<file path="src/rtl/mac8_pkg.sv">
// Shared types and constants for the packed-byte MAC scheduler.
package mac8_pkg;

    localparam int unsigned MAC8_LANES = 4;

    typedef enum logic [1:0] {
        StIdle,
        StRun,
        StDone
    } mac8_state_e;

endpackage

</file>
<file path="src/rtl/mac8_lane_dp.sv">
// Combinational 4-lane signed-byte x unsigned-byte product and lane sum,
// sign-extended to 32 bits.
module mac8_lane_dp
    import mac8_pkg::*;
(
    input  logic [31:0] a_i,
    input  logic [31:0] b_i,
    output logic [31:0] beat_o
);

    logic [17:0] a_x;
    logic [17:0] b_x;
    logic [17:0] prod_full;
    logic [17:0] sum;

    // The low 18 bits of the product of the sign-extended a and zero-extended b
    // are the exact two's-complement lane product; it always fits in 16 bits.
    always_comb begin
        a_x       = '0;
        b_x       = '0;
        prod_full = '0;
        sum       = '0;
        for (int i = 0; i < MAC8_LANES; i++) begin
            a_x       = {{10{a_i[8*i+7]}}, a_i[8*i +: 8]};
            b_x       = {10'd0, b_i[8*i +: 8]};
            prod_full = a_x * b_x;
            sum       = sum + {{2{prod_full[15]}}, prod_full[15:0]};
        end
        beat_o = {{14{sum[17]}}, sum};
    end

endmodule

</file>
<file path="src/rtl/mac8_dot_sched.sv">
// Round-robin job scheduler sharing one 4-lane packed-byte MAC datapath
// between NUM_REQ requesters; returns one tagged 32-bit dot product per job.
module mac8_dot_sched
    import mac8_pkg::*;
#(
    parameter int unsigned NUM_REQ = 2,
    parameter int unsigned LEN_W   = 8,
    parameter int unsigned ID_W    = 3,
    localparam int unsigned SRC_W  = $clog2(NUM_REQ)
) (
    input  logic                     clk_i,
    input  logic                     rst_ni,
    input  logic                     flush_i,
    input  logic [NUM_REQ-1:0]       cmd_valid_i,
    output logic [NUM_REQ-1:0]       cmd_ready_o,
    input  logic [NUM_REQ*LEN_W-1:0] cmd_len_i,
    input  logic [NUM_REQ*ID_W-1:0]  cmd_id_i,
    input  logic [NUM_REQ-1:0]       op_valid_i,
    output logic [NUM_REQ-1:0]       op_ready_o,
    input  logic [NUM_REQ*32-1:0]    op_a_i,
    input  logic [NUM_REQ*32-1:0]    op_b_i,
    output logic                     res_valid_o,
    input  logic                     res_ready_i,
    output logic [31:0]              res_data_o,
    output logic [ID_W-1:0]          res_id_o,
    output logic [SRC_W-1:0]         res_src_o,
    output logic                     busy_o
);

    mac8_state_e      state_q, state_d;
    logic [31:0]      acc_q, acc_d;
    logic [LEN_W-1:0] cnt_q, cnt_d;
    logic [LEN_W-1:0] len_q, len_d;
    logic [ID_W-1:0]  id_q, id_d;
    logic [SRC_W-1:0] src_q, src_d;
    logic [SRC_W-1:0] rr_q, rr_d;

    logic             win_found;
    logic [SRC_W-1:0] win_idx;
    logic [SRC_W-1:0] rr_next;
    logic [LEN_W-1:0] win_len;
    logic [ID_W-1:0]  win_id;
    logic             op_valid_sel;
    logic [31:0]      op_a_sel;
    logic [31:0]      op_b_sel;
    logic [31:0]      beat;

    // Round-robin: scan from rr_q upward, then wrap around below rr_q.
    always_comb begin
        win_found = 1'b0;
        win_idx   = '0;
        for (int i = 0; i < NUM_REQ; i++) begin
            if (!win_found && cmd_valid_i[i] && (i >= int'(rr_q))) begin
                win_found = 1'b1;
                win_idx   = SRC_W'(i);
            end
        end
        for (int i = 0; i < NUM_REQ; i++) begin
            if (!win_found && cmd_valid_i[i] && (i < int'(rr_q))) begin
                win_found = 1'b1;
                win_idx   = SRC_W'(i);
            end
        end
        rr_next = (win_idx == SRC_W'(NUM_REQ - 1)) ? '0 : win_idx + SRC_W'(1);
    end

    always_comb begin
        win_len      = '0;
        win_id       = '0;
        op_valid_sel = 1'b0;
        op_a_sel     = '0;
        op_b_sel     = '0;
        for (int i = 0; i < NUM_REQ; i++) begin
            if (SRC_W'(i) == win_idx) begin
                win_len = cmd_len_i[i*LEN_W +: LEN_W];
                win_id  = cmd_id_i[i*ID_W +: ID_W];
            end
            if (SRC_W'(i) == src_q) begin
                op_valid_sel = op_valid_i[i];
                op_a_sel     = op_a_i[32*i +: 32];
                op_b_sel     = op_b_i[32*i +: 32];
            end
        end
    end

    mac8_lane_dp u_lane_dp (
        .a_i    (op_a_sel),
        .b_i    (op_b_sel),
        .beat_o (beat)
    );

    always_comb begin
        cmd_ready_o = '0;
        op_ready_o  = '0;
        if (state_q == StIdle && !flush_i && win_found) begin
            cmd_ready_o[win_idx] = 1'b1;
        end
        if (state_q == StRun) begin
            op_ready_o[src_q] = 1'b1;
        end
    end

    always_comb begin
        state_d = state_q;
        acc_d   = acc_q;
        cnt_d   = cnt_q;
        len_d   = len_q;
        id_d    = id_q;
        src_d   = src_q;
        rr_d    = rr_q;
        unique case (state_q)
            StIdle: begin
                if (win_found) begin
                    len_d   = win_len;
                    id_d    = win_id;
                    src_d   = win_idx;
                    cnt_d   = '0;
                    acc_d   = '0;
                    rr_d    = rr_next;
                    state_d = (win_len == '0) ? StDone : StRun;
                end
            end
            StRun: begin
                if (op_valid_sel) begin
                    acc_d = (cnt_q == '0) ? beat : acc_q + beat;
                    cnt_d = cnt_q + LEN_W'(1);
                    if (cnt_q + LEN_W'(1) == len_q) begin
                        state_d = StDone;
                    end
                end
            end
            StDone: begin
                if (res_ready_i) begin
                    state_d = StIdle;
                end
            end
            default: state_d = StIdle;
        endcase
        // Flush wins over everything, including a grant in the same cycle.
        if (flush_i) begin
            state_d = StIdle;
            acc_d   = '0;
            cnt_d   = '0;
            len_d   = len_q;
            id_d    = id_q;
            src_d   = src_q;
            rr_d    = rr_q;
        end
    end

    always_ff @(posedge clk_i or negedge rst_ni) begin
        if (!rst_ni) begin
            state_q <= StIdle;
            acc_q   <= '0;
            cnt_q   <= '0;
            len_q   <= '0;
            id_q    <= '0;
            src_q   <= '0;
            rr_q    <= '0;
        end else begin
            state_q <= state_d;
            acc_q   <= acc_d;
            cnt_q   <= cnt_d;
            len_q   <= len_d;
            id_q    <= id_d;
            src_q   <= src_d;
            rr_q    <= rr_d;
        end
    end

    assign res_valid_o = (state_q == StDone);
    assign res_data_o  = acc_q;
    assign res_id_o    = id_q;
    assign res_src_o   = src_q;
    assign busy_o      = (state_q != StIdle);

endmodule

</file>
<file path="config.mk">
export PLATFORM = sky130hd
export DESIGN_NAME = mac8_dot_sched
export DESIGN_NICKNAME = d
export VERILOG_FILES = /design/src/rtl/mac8_pkg.sv /design/src/rtl/mac8_lane_dp.sv /design/src/rtl/mac8_dot_sched.sv
export SDC_FILE = /design/constraint.sdc
export NUM_CORES = 1
export LEC_CHECK = 0
export ABC_AREA = 1
export BUFFER_PORTS_ARGS = -buffer_cell sky130_fd_sc_hd__buf_2
export CAP_MARGIN = 20
export CORE_UTILIZATION = 66
export DETAILED_ROUTE_END_ITERATION = 10
export PLACE_DENSITY = 0.85
export SYNTH_ARGS = -nofsm -noshare
export SYNTH_HDL_FRONTEND = slang
export SYNTH_SLANG_ARGS = --single-unit
</file>
<file path="constraint.sdc">
create_clock -name clk_i -period 15.4 [get_ports clk_i]
set_clock_uncertainty 0.2 [all_clocks]
set_input_delay 1.54 -clock clk_i [delete_from_list [all_inputs] [get_ports clk_i]]
set_output_delay 1.54 -clock clk_i [all_outputs]
set_load 0.03 [all_outputs]
</file>
==> impl_metrics.env <==
export IMPL_grt_pass1_wl_mm=66.25
export IMPL_async_flop_share_pct=100.0
export IMPL_cp_max_fo=68
export IMPL_syn_inst=2221
export IMPL_io_buffer_count=199
export IMPL_fillerInstances=1951
export IMPL_clk_pin_slew_ns=0.08
export IMPL_ios=200
export IMPL_layout_setup_ws_ns=4.528
export IMPL_min_period_ns=10.87
export IMPL_drive_gt1_share_pct=13.60
export IMPL_num_rows=56
export IMPL_post_cts_buffers=0
export IMPL_wl_per_cell_um=14.35
export IMPL_worst_ep_arrival_time_ns=10.86
export IMPL_antenna_cells=0
export IMPL_cp_common_cell="nand2_1"
export IMPL_synthesis_nets=2773
export IMPL_seq_area_um2=1378
export IMPL_outcome="completed"
export IMPL_synth_edf_count=0
export IMPL_coreArea_um2=23470
export IMPL_synth_area_leaders="fa_1 21%, ha_1 18%, nand2_1 10%, inv_1 10%, dfrtp_1 8.7%"
export IMPL_maxSlewHeadroom_pct=45.02
export IMPL_cap_viol_max_count=0
export IMPL_antenna_found_initial=0
export IMPL_fin_crit_sh_pct=70.60
export IMPL_cts_buffers=5
export IMPL_worst_pin_slew_ns=0.8018
export IMPL_rsz0062_at_grt="no"
export IMPL_start_kind="register"
export IMPL_dp_hpwl_mm=33.24
export IMPL_ctsHoldBuffers=0
export IMPL_cts_path_max_buffers=2
export IMPL_area_growth_pct=9.059
export IMPL_drt_initial_drc_count=871
export IMPL_setup_violations=0
export IMPL_fmax_mhz=91.98
export IMPL_post_cts_resized=0
export IMPL_setup_worst_path_end_class="register"
export IMPL_dr_pass1_iters=5
export IMPL_fin_nets=2956
export IMPL_slowest_delay_ns=0.59
export IMPL_ys_warn_count=0
export IMPL_grt_ovfl_total=0
export IMPL_fp_dieArea_um2=24560
export IMPL_drv_slew=0
export IMPL_ys_types=50
export IMPL_required_ns=15.39
export IMPL_clk_latency_ns=0.30
export IMPL_yosysSeqAreaShare_pct=8.710
export IMPL_htree_levels=2
export IMPL_avgSynthCellArea_um2=7.115
export IMPL_wl_mm=39.08
export IMPL_synth_top_area_share_pct=21.28
export IMPL_rrSetupSlack_ns=4.53
export IMPL_ant_nets=0
export IMPL_multi_input_area_um2=12650
export IMPL_synth_seq_cells=55
export IMPL_drc=0
export IMPL_hold_path_class="reg2reg"
export IMPL_die_height_um=156.7
export IMPL_die_w_um=156.7
export IMPL_syn_area_um2=15800
export IMPL_final_hold_violation_count=0
export IMPL_track_usage_pct=33.13
export IMPL_synth_top_cell_by_area="fa_1"
export IMPL_place_gp_congestion=1.023
export IMPL_crit_type="reg2reg"
export IMPL_initial_core_util_pct=67.32
export IMPL_ys_dominant_reg_cell="dfrtp_1"
export IMPL_cts_tree="built"
export IMPL_fin_setup_tns_ns=0
export IMPL_ctsRootBufferMaster="clkbuf_16"
export IMPL_clkSinkCount=55
export IMPL_drt_vias_per_instance=5.463
export IMPL_grt_max_degree=69
export IMPL_vias=14880
export IMPL_grt_pass1_vias=15040
export IMPL_place_ws_ns=4.620
export IMPL_critPathSlowestCell="buf_4"
synth_stat cells (11+ instances only):
library cell	n
o21bai_1	15
ha_1	226
o21ai_1	57
nand3_1	87
nor3_1	11
xor2_1	52
nor2_1	258
nand2_1	441
xnor2_1	34
nand2_2	28
o21ai_0	53
mux2i_1	19
nand4_1	13
inv_2	12
or2_2	57
fa_1	168
a21oi_1	109
inv_1	425
buf_2	12
dfrtp_1	55
critical path, delay by kind of cell (launching register included):
| family | cells | cell delay [ns] |
|---|---|---|
| fa+ha+maj | 9 | 3.95 |
| compound gates | 9 | 1.87 |
| xor+xnor | 1 | 0.15 |
| buf+inv | 9 | 1.57 |
| simple gates | 22 | 2.62 |
| flops | 1 | 0.34 |
cells in the final DEF (no fill, tap or decap), types with 28 or more instances in the layout:
master / n
ha_1: 226
o21ai_1: 57
nand3_1: 87
nor2_1: 258
xnor2_1: 34
xor2_1: 52
fa_1: 168
nand2_1: 441
buf_2: 199
dfrtp_1: 54
a21oi_1: 109
or2_2: 57
nand2_2: 28
o21ai_0: 53
inv_1: 425
cells by family (layout without fill, tap and decap cells):
family	after synthesis	in the layout	synth area share [%]
and+or+nand+nor	920	920	24.77
DFF	55	55	8.710
AOI/OAI and AO/OA	284	284	10.05
adders and majority gates	394	394	39.18
muxes	19	19	1.204
xor gates and xnor gates	87	87	4.870
buffers and inverters	462	646	11.22
per-stage QoR:
stage | hold WS (ns) | area, µm² | utilization [%] | std cells
after floorplan | 0.2661 | 15800 | - | 2221
after global placement | 0.2849 | 17080 | 72.77 | 2716
after detailed placement | 0.2802 | 17080 | 72.77 | 2716
after CTS | 0.3020 | 17230 | 73.42 | 2724
after global routing | 0.3198 | 17230 | 73.42 | 2724
final | 0.3043 | 17230 | 73.42 | 2724
final timing paths:
path / start / endpoint / depth (start not counted)
worst max-delay path: res_src_o$_DFFE_PN0P_ / res_data_o[31]$_DFFE_PN0P_ / 50
worst min-delay path: res_id_o[2]$_DFFE_PN0P_ / res_id_o[2]$_DFFE_PN0P_ / 2
worst min register to register: res_id_o[2]$_DFFE_PN0P_ / res_id_o[2]$_DFFE_PN0P_ / 2
min in group asynchronous: rst_ni / len_q[3]$_DFFE_PN0P_ / 2
worst max register to register: res_src_o$_DFFE_PN0P_ / res_data_o[31]$_DFFE_PN0P_ / 50
max in group asynchronous: rst_ni / res_src_o$_DFFE_PN0P_ / 2
routing by layer:
metal / vias up / track usage (%) / routed length, µm
met3: 92 / 1.828 / 1644
met1: 7002 / 38.82 / 15620
met2: 467 / 62.84 / 20510
met4: 0 / 12.89 / 1307
li1: 7321 / - / -
met5: - / 0 / 0
registers in the layout, indices dropped and copies added, names as in the netlist:
signal / cells
len_q: 8
rr_q: 1
cnt_q: 8
state_q: 2
res_data_o: 32
res_id_o: 3
res_src_o: 1
cell type report:
cell class	instances	share of cell area, %
Clock buffer	5	0.7261
Clock inverter	3	0.1597
Inverter	437	9.519
Multi-Input combinational cell	1704	73.42
Sequential cell	55	7.994
Tap cell	319	2.316
Timing Repair Buffer	201	5.867
Power is left out: the tool's default activity adds up to more than one toggle a clock period on the data nets, which glitch-free logic cannot reach.
